===== config.mk =====
export PLATFORM = sky130hd
export DESIGN_NAME = div_unit
export DESIGN_NICKNAME = d
export VERILOG_FILES = /design/src/rtl/div_unit.sv
export SDC_FILE = /design/constraint.sdc
export NUM_CORES = 1
export LEC_CHECK = 0
export ABC_AREA = 1
export BUFFER_PORTS_ARGS = -buffer_cell sky130_fd_sc_hd__buf_2
export CORE_UTILIZATION = 40
export CTS_CLUSTER_DIAMETER = 60
export CTS_CLUSTER_SIZE = 40
export DETAILED_ROUTE_END_ITERATION = 8
export PLACE_DENSITY = 0.53
export SLEW_MARGIN = 40
export SYNTH_ARGS = -nofsm -noshare
export SYNTH_HDL_FRONTEND = slang
export SYNTH_SLANG_ARGS = --single-unit

===== constraint.sdc =====
create_clock -name clk_i -period 4.32 [get_ports clk_i]
set_input_delay 0.432 -clock clk_i [delete_from_list [all_inputs] [get_ports clk_i]]
set_output_delay 0.432 -clock clk_i [all_outputs]
set_load 0.05 [all_outputs]

===== src/rtl/div_unit.sv =====
`timescale 1ns/1ps
// div_unit: iterative RV32M divider (DIV/DIVU/REM/REMU).
// Restoring division, one quotient bit per clock. Divide-by-zero and
// signed overflow finish straight from IDLE without any CALC cycles.
// Handshake: start_i is a level held by the core for the whole
// instruction; the unit stalls the core (stall_o) until the single-cycle
// writeback strobe wb_en_o in DONE, and ignores start_i until back in IDLE.
module div_unit #(
   parameter int WIDTH = 32
) (
   input  logic             clk_i,
   input  logic             rst_ni,
   input  logic             start_i,
   input  logic [1:0]       op_i,
   input  logic [WIDTH-1:0] rs1_data_i,
   input  logic [WIDTH-1:0] rs2_data_i,
   input  logic [4:0]       rd_addr_i,
   output logic             stall_o,
   output logic             busy_o,
   output logic             wb_en_o,
   output logic [4:0]       wb_addr_o,
   output logic [WIDTH-1:0] wb_data_o,
   output logic [1:0]       dbg_state_o
);

   typedef enum logic [1:0] {
      IDLE = 2'd0,
      CALC = 2'd1,
      DONE = 2'd2
   } state_t;

   localparam int CNT_W = $clog2(WIDTH);
   localparam logic [CNT_W-1:0] LAST_CNT = CNT_W'(WIDTH - 1);
   localparam logic [WIDTH-1:0] MIN_NEG  = {1'b1, {(WIDTH-1){1'b0}}};

   state_t           state_q, state_d;
   logic [CNT_W-1:0] count_q;
   logic [WIDTH-1:0] rem_q, quo_q, dvs_q;
   logic             q_neg_q, r_neg_q, sel_rem_q;
   logic [4:0]       rd_q;

   // Operand decode, only meaningful while IDLE with start_i high
   logic             is_signed, rs1_neg, rs2_neg;
   logic [WIDTH-1:0] rs1_abs, rs2_abs, special_res;
   logic             div_zero, overflow, special;

   assign is_signed = ~op_i[0];
   assign rs1_neg   = is_signed & rs1_data_i[WIDTH-1];
   assign rs2_neg   = is_signed & rs2_data_i[WIDTH-1];
   assign rs1_abs   = rs1_neg ? -rs1_data_i : rs1_data_i;
   assign rs2_abs   = rs2_neg ? -rs2_data_i : rs2_data_i;
   assign div_zero  = (rs2_data_i == '0);
   assign overflow  = is_signed & (rs1_data_i == MIN_NEG) & (rs2_data_i == '1);
   assign special   = div_zero | overflow;
   // Overflow quotient equals the dividend (most negative value)
   assign special_res = div_zero ? (op_i[1] ? rs1_data_i : '1)
                                 : (op_i[1] ? '0 : rs1_data_i);

   // Restoring step: shift {rem, quo} left, trial-subtract with explicit borrow
   logic [WIDTH:0]   rem_sh;
   logic [WIDTH+1:0] diff;
   logic             borrow;
   logic [WIDTH-1:0] rem_nx, quo_nx, q_fix, r_fix, calc_res;
   logic             unused_bits;

   assign rem_sh   = {rem_q, quo_q[WIDTH-1]};
   assign diff     = {1'b0, rem_sh} - {2'b00, dvs_q};
   assign borrow   = diff[WIDTH+1];
   assign rem_nx   = borrow ? rem_sh[WIDTH-1:0] : diff[WIDTH-1:0];
   assign quo_nx   = {quo_q[WIDTH-2:0], ~borrow};
   assign q_fix    = q_neg_q ? -quo_nx : quo_nx;
   assign r_fix    = r_neg_q ? -rem_nx : rem_nx;
   assign calc_res = sel_rem_q ? r_fix : q_fix;
   // Top bits are provably zero once the trial subtraction is kept
   assign unused_bits = ^{diff[WIDTH], rem_sh[WIDTH]};

   // State register
   always_ff @(posedge clk_i or negedge rst_ni) begin
      if (!rst_ni) state_q <= IDLE;
      else         state_q <= state_d;
   end

   // Next-state logic
   always_comb begin
      state_d = state_q;
      case (state_q)
         IDLE:    if (start_i) state_d = special ? DONE : CALC;
         CALC:    if (count_q == LAST_CNT) state_d = DONE;
         DONE:    state_d = IDLE;
         default: state_d = IDLE;
      endcase
   end

   assign stall_o     = rst_ni & (((state_q == IDLE) & start_i) | (state_q == CALC));
   assign busy_o      = (state_q == CALC);
   assign wb_en_o     = (state_q == DONE);
   assign dbg_state_o = state_q;

   // Operand capture, iteration datapath and writeback registers
   always_ff @(posedge clk_i or negedge rst_ni) begin
      if (!rst_ni) begin
         count_q   <= '0;
         rem_q     <= '0;
         quo_q     <= '0;
         dvs_q     <= '0;
         q_neg_q   <= 1'b0;
         r_neg_q   <= 1'b0;
         sel_rem_q <= 1'b0;
         rd_q      <= '0;
         wb_addr_o <= '0;
         wb_data_o <= '0;
      end else begin
         case (state_q)
            IDLE: if (start_i) begin
               count_q   <= '0;
               rem_q     <= '0;
               quo_q     <= rs1_abs;
               dvs_q     <= rs2_abs;
               q_neg_q   <= rs1_neg ^ rs2_neg;
               r_neg_q   <= rs1_neg;
               sel_rem_q <= op_i[1];
               rd_q      <= rd_addr_i;
               if (special) begin
                  wb_data_o <= special_res;
                  wb_addr_o <= rd_addr_i;
               end
            end
            CALC: begin
               rem_q   <= rem_nx;
               quo_q   <= quo_nx;
               count_q <= count_q + CNT_W'(1);
               if (count_q == LAST_CNT) begin
                  wb_data_o <= calc_res;
                  wb_addr_o <= rd_q;
               end
            end
            default: ;
         endcase
      end
   end

endmodule


---- Yosys cells after proc, flatten, opt, wreduce, memory -nomap -nowiden ----
Index checks and enable logic that the tools add are counted.
storage, ports and cells
  register bits after elaboration ......... 148
  word-level logic and storage cells ...... 70
cells by class
  $add $sub $neg .......................... 6
  equal/unequal tests ..................... 8
  mux-type cells .......................... 27
  bitwise logic cells ..................... 11
  reduce and logical (&&, ||, !) cells .... 7
operator list
  cell                                                             count
  32-bit 2-to-1 mux                                                14
  32-bit case mux with 2 select lines                              3
  32-bit negation                                                  4
  32-bit == test, second input constant                            2
  33-bit by 32-bit subtractor with 34-bit output                   1
  32-bit logical NOT                                               1
  5-bit 2-to-1 mux                                                 4
  5-bit case mux with 2 select lines                               2
  1-bit bitwise AND                                                6
  2-bit 2-to-1 mux                                                 3
  2-bit AND reduction                                              3
  5-bit by 1-bit adder with 5-bit output, second input constant    1
  5-bit == test, second input constant                             1
  2-bit != test, second input constant                             2
  2-bit case mux with 2 select lines                               1
  4-bit AND reduction                                              1
  2-bit by 1-bit == test with 1-bit output, second input constant  1
  2-bit == test, second input constant                             1
  2-bit logical NOT                                                1
  2-bit by 1-bit != test with 1-bit output, second input constant  1
  1-bit NOT                                                        2
  1-bit OR                                                         2
  2-bit nonzero test                                               1
  1-bit XOR                                                        1

---- Logic depth before layout (Yosys ltp) ----
  word-level depth ........................ 7
  mapped depth ............................ 29
  gate-level depth less buffers ........... 29

---- Worst setup path before layout ----
Ideal clock, no wire load.
  path kind ............................... register to register
  start ................................... reg rem_q[1]
  end ..................................... reg wb_data_o[26]
  arrival time ............................ 3.485 ns
  required time ........................... 4.202 ns
  setup slack ............................. 0.717 ns
  cell stages (with the launch flop) ...... 29
  path buffers ............................ 0
  cells stage by stage .................... dfrtp_1 ha_1 nand2_1 nand2_1 nand2_1 nand2_1 nand2_1 nand3_2 nand2_2 nand2_4 nand2_4 nand2_4 inv_2 ha_1 inv_1 nor4_1 inv_1 nor2_1 inv_1 nor2_1 nand4_1 o21ai_1 o21ai_0 o21ai_0 a21oi_1 nor2_1 nand2_1 nand2_1 nand2_1
between the ends
  cells in the longest elaborated chain, start to end .. 7
ends and longest elaborated chain
  element                                                line    source
  from (decl)                                            38      logic [WIDTH-1:0] rem_q, quo_q, dvs_q;
  from (signal assigned)                                 129     rem_q <= rem_nx;
  33-bit by 32-bit subtractor with 34-bit output         67      assign diff = {1'b0, rem_sh} - {2'b00, dvs_q};
  32-bit 2-to-1 mux / 1-bit NOT (equally long branches)  69, 70
  32-bit negation (on tied branches)                     72, 71
  32-bit 2-to-1 mux (on tied branches)                   72, 71
  32-bit 2-to-1 mux *                                    73      assign calc_res = sel_rem_q ? r_fix : q_fix;
  32-bit 2-to-1 mux *                                    132     if (count_q == LAST_CNT) begin
  32-bit case mux with 2 select lines *                  113     case (state_q)
  to (signal assigned)                                   124     wb_data_o <= special_res;
  to (signal assigned)                                   133     wb_data_o <= calc_res;
  to (decl)                                              22      output logic [WIDTH-1:0] wb_data_o,
Every way passes the cells marked *; elsewhere a longest branch is shown, timed or not. The select of a mux whose other input is x is not followed.
A chain may end at the register's enable or synchronous reset.

---- Final worst setup path ----
  start ................................... reg dvs_q[17]
  end ..................................... reg wb_data_o[18]
between the ends
  cells in the longest elaborated chain, start to end .. 7
ends and longest elaborated chain
  element                                                line    source
  from (decl)                                            38
  from (signal assigned)                                 118     dvs_q <= rs2_abs;
  33-bit by 32-bit subtractor with 34-bit output *       67
  32-bit 2-to-1 mux / 1-bit NOT (equally long branches)  69, 70
  32-bit negation (on tied branches)                     72, 71
  32-bit 2-to-1 mux (on tied branches)                   72, 71
  32-bit 2-to-1 mux *                                    73
  32-bit 2-to-1 mux *                                    132
  32-bit case mux with 2 select lines *                  113
Marks and branches as above.

==> flow_summary.yaml <==
run_status:
  outcome: "completed"
final_layout:
  syn2layout_area_growth_pct: 11.9
  seqCellArea_mm2: 0.00370
  fill_cells: 3527
  drive_above_1_share_pct: 12.2
  nNetsFinal: 2313
  multiInputGateArea_mm2: 0.00817
route:
  dr.pass1.iters: 5
  routedWlPerCell_um: 18.6
  drc: 0
  via_per_inst: 5.27
  drt_iter0_drc: 1261
  routed_wl_mm: 49.3
  vias: 14000
  detail-route-antenna-nets: 0
floorplanning:
  dieArea_mm2: 0.0340
  rows: 66
  io_pins: 116
  start_util_pct: 40.8
  core_mm2: 0.0326
  fp.dieW_um: 184
  fp.dieH_um: 184
clock_network:
  cts.sinks: 148
  cts_setup_buffers: 0
  root_buffer: "clkbuf_16"
  h-tree-depth: 4
  cts_buffers: 17
  cts_tree: "built"
  clk_latency_ps: 450
  clock_path_buffers: 2
  path_clk_slew_ps: 70
worst_setup_path:
  max_stage_delay_ps: 390
  cp.arrival_ps: 4280
  critPathSlowestCell: "ha_1"
  worstSetupPathType: "reg2reg"
  startpoint: "dvs_q[17]$_DFFE_PN0P_"
  timing.rr.start: "dvs_q[17]$_DFFE_PN0P_"
  r2r-end: "wb_data_o[18]$_DFFE_PN0P_"
  worstPathMaxFanout: 29
  r2r_slack_ps: 370
  endpoint_kind: "flop"
  worstPathRequired_ps: 4650
  cp_common_cell: "nand2_1"
  reg2reg_depth: 25
  crit_end: "wb_data_o[18]$_DFFE_PN0P_"
  worstSetupStartpointType: "flop"
placed_design:
  pre_cts_slack_ps: 338
  portBuffers: 115
  dp_hpwl_mm: 38.3
  place.gp.congestion: 0.955
worst_hold_path:
  min_path_cells: 3
  hp-class: "in2reg"
synthesis:
  synth_compound_area_share_pct: 15.4
  syn_area_mm2: 0.0133
  syn-num-nets: 2235
  synth-xor-area-share_pct: 4.54
  synthArstFlopShare_pct: 100
  post_synth_mux_area_share_pct: 0.0752
  yosys_warnings: 0
  synth.distinct_cells: 55
  synth-edff-count: 0
  synth_adder_area_share_pct: 3.89
  synthFlopType: "dfrtp_1"
  seq_area_frac_synth_pct: 27.8
  ys_ff_latch: 148
  synth-simple-area-share_pct: 37.0
  synth_top_family_by_area: "simple AND/OR/NAND/NOR gates"
  postSynthCellCount: 2121
  avgSynthCellArea_um2: 6.28
timing:
  slew_violations: 0
  fmax_ghz: 0.253
  finalSetupTns_ps: 0
  worst_slack_ps: 371
  rsz0062_at_grt: "false"
  period_share_pct: 91.4
  relSlewSlack_pct: 48.7
  min_period_ps: 3950
  hold_violations: 0
  worst_pin_slew_ps: 769
  finClkSkew_ps: 17.1
  finalSetupViolations: 0
global_route:
  track_usage_pct: 29.9
  grt_max_degree: 67
  grt_antenna_before_repair: 2
  grt_pass1_wl_mm: 76.3
  first_global_vias: 13100
  gr-total-overflow: 0
run:
  drv_cap: 0
## worst min-delay path by stage
stage                       from                      to
floorplan                 rst_ni  count_q[0]$_DFFE_PN0P_
global route        rd_addr_i[0]     rd_q[0]$_DFFE_PN0P_
detailed placement        rst_ni   dvs_q[22]$_DFFE_PN0P_
global placement          rst_ni   dvs_q[22]$_DFFE_PN0P_
finish              rd_addr_i[4]     rd_q[4]$_DFFE_PN0P_
CTS                 rd_addr_i[0]     rd_q[0]$_DFFE_PN0P_
## registers in the layout, indices dropped and copies added, names as in the netlist
| register | flops |
|---|---|
| wb_addr_o | 5 |
| count_q | 5 |
| r_neg_q | 1 |
| rem_q | 32 |
| dvs_q | 32 |
| quo_q | 32 |
| q_neg_q | 1 |
| sel_rem_q | 1 |
| wb_data_o | 32 |
| dbg_state_o | 2 |
| rd_q | 5 |
## logic make-up (layout without fill, tap and decap cells)
group                      count (synthesis)  count (layout)
AOI/OAI and AO/OA                        363             363
adders and majority gates                 41              41
and+or+nand+nor                         1125            1125
muxes                                      1               1
xor gates and xnor gates                  69              69
other                                      0               1
buffers and inverters                    374             465
DFF                                      148             148
## critical path, delay by kind of cell (launching register included)
family                   cells  cell delay, ps
buffers and inverters        4             630
AO/OA/AOI/OAI                1             120
adder cells (fa/ha/maj)      2             640
flip-flops                   1             370
AND/OR/NAND/NOR             18            2060
## per-layer routing
metal | share of wire, % | global-route usage (%)
met5 | 0 | 0
met4 | 2.4 | 9.87
met3 | 7.4 | 5.95
met2 | 43 | 44.3
met1 | 48 | 42.8
## cell usage after synthesis, drive strengths merged, types with 29 or more instances
library cell	n	area, um^2
a22oi	29	218
dfrtp	148	3700
nand2	659	2610
o21ai	200	1040
inv	287	1080
a21oi	88	463
ha	39	488
nand3	154	826
nor2	209	845
clkbuf	61	229
nor3	39	215
xor2	60	526
## per-stage QoR
stage	hold WS [ps]	area [um^2]	util, %	instances
after floorplan	136	13300	-	2121
after detailed placement	371	14300	43.8	2621
after global placement	367	14300	43.8	2621
after CTS	177	14900	45.7	2654
final	194	14900	45.7	2655
after global routing	186	14900	45.7	2654
## cell type report
class | count | share of cell area (%)
inverter | 293 | 7.39
clock buffer | 20 | 3.00
multi-input combinational | 1599 | 54.8
clock inverter | 12 | 1.03
antenna | 1 | 0.0168
sequential | 148 | 24.8
tap | 442 | 3.71
timing repair buffer | 140 | 5.20
## placed cells by master (no fill, tap or decap), types with 6 or more instances in the layout
cell	instances
nor3_1	35
nand2_4	8
nor2_4	6
dfrtp_1	148
nor4_1	16
a31oi_1	9
clkinv_1	6
or2_2	6
xor2_1	60
xnor2_1	9
inv_1	279
inv_2	7
nand3_1	145
clkbuf_16	17
nor2_2	13
nand2_1	618
nand2_2	33
buf_2	114
o211ai_1	9
nand3_2	6
a22oi_1	29
ha_1	39
nand4_1	27
buf_4	23
o21ai_0	189
o221ai_1	7
o22ai_1	9
nor2_1	190
a21oi_1	86
## what timing repair did
action                                  4_1_cts  5_1_grt
resized for setup                             0        2
hold endpoints to repair                     32        0
hold buffers                                  1        0
endpoints found under the setup margin        0        3
Power is left out: the tool's default activity adds up to more than one toggle a clock period on the data nets, which glitch-free logic cannot reach.
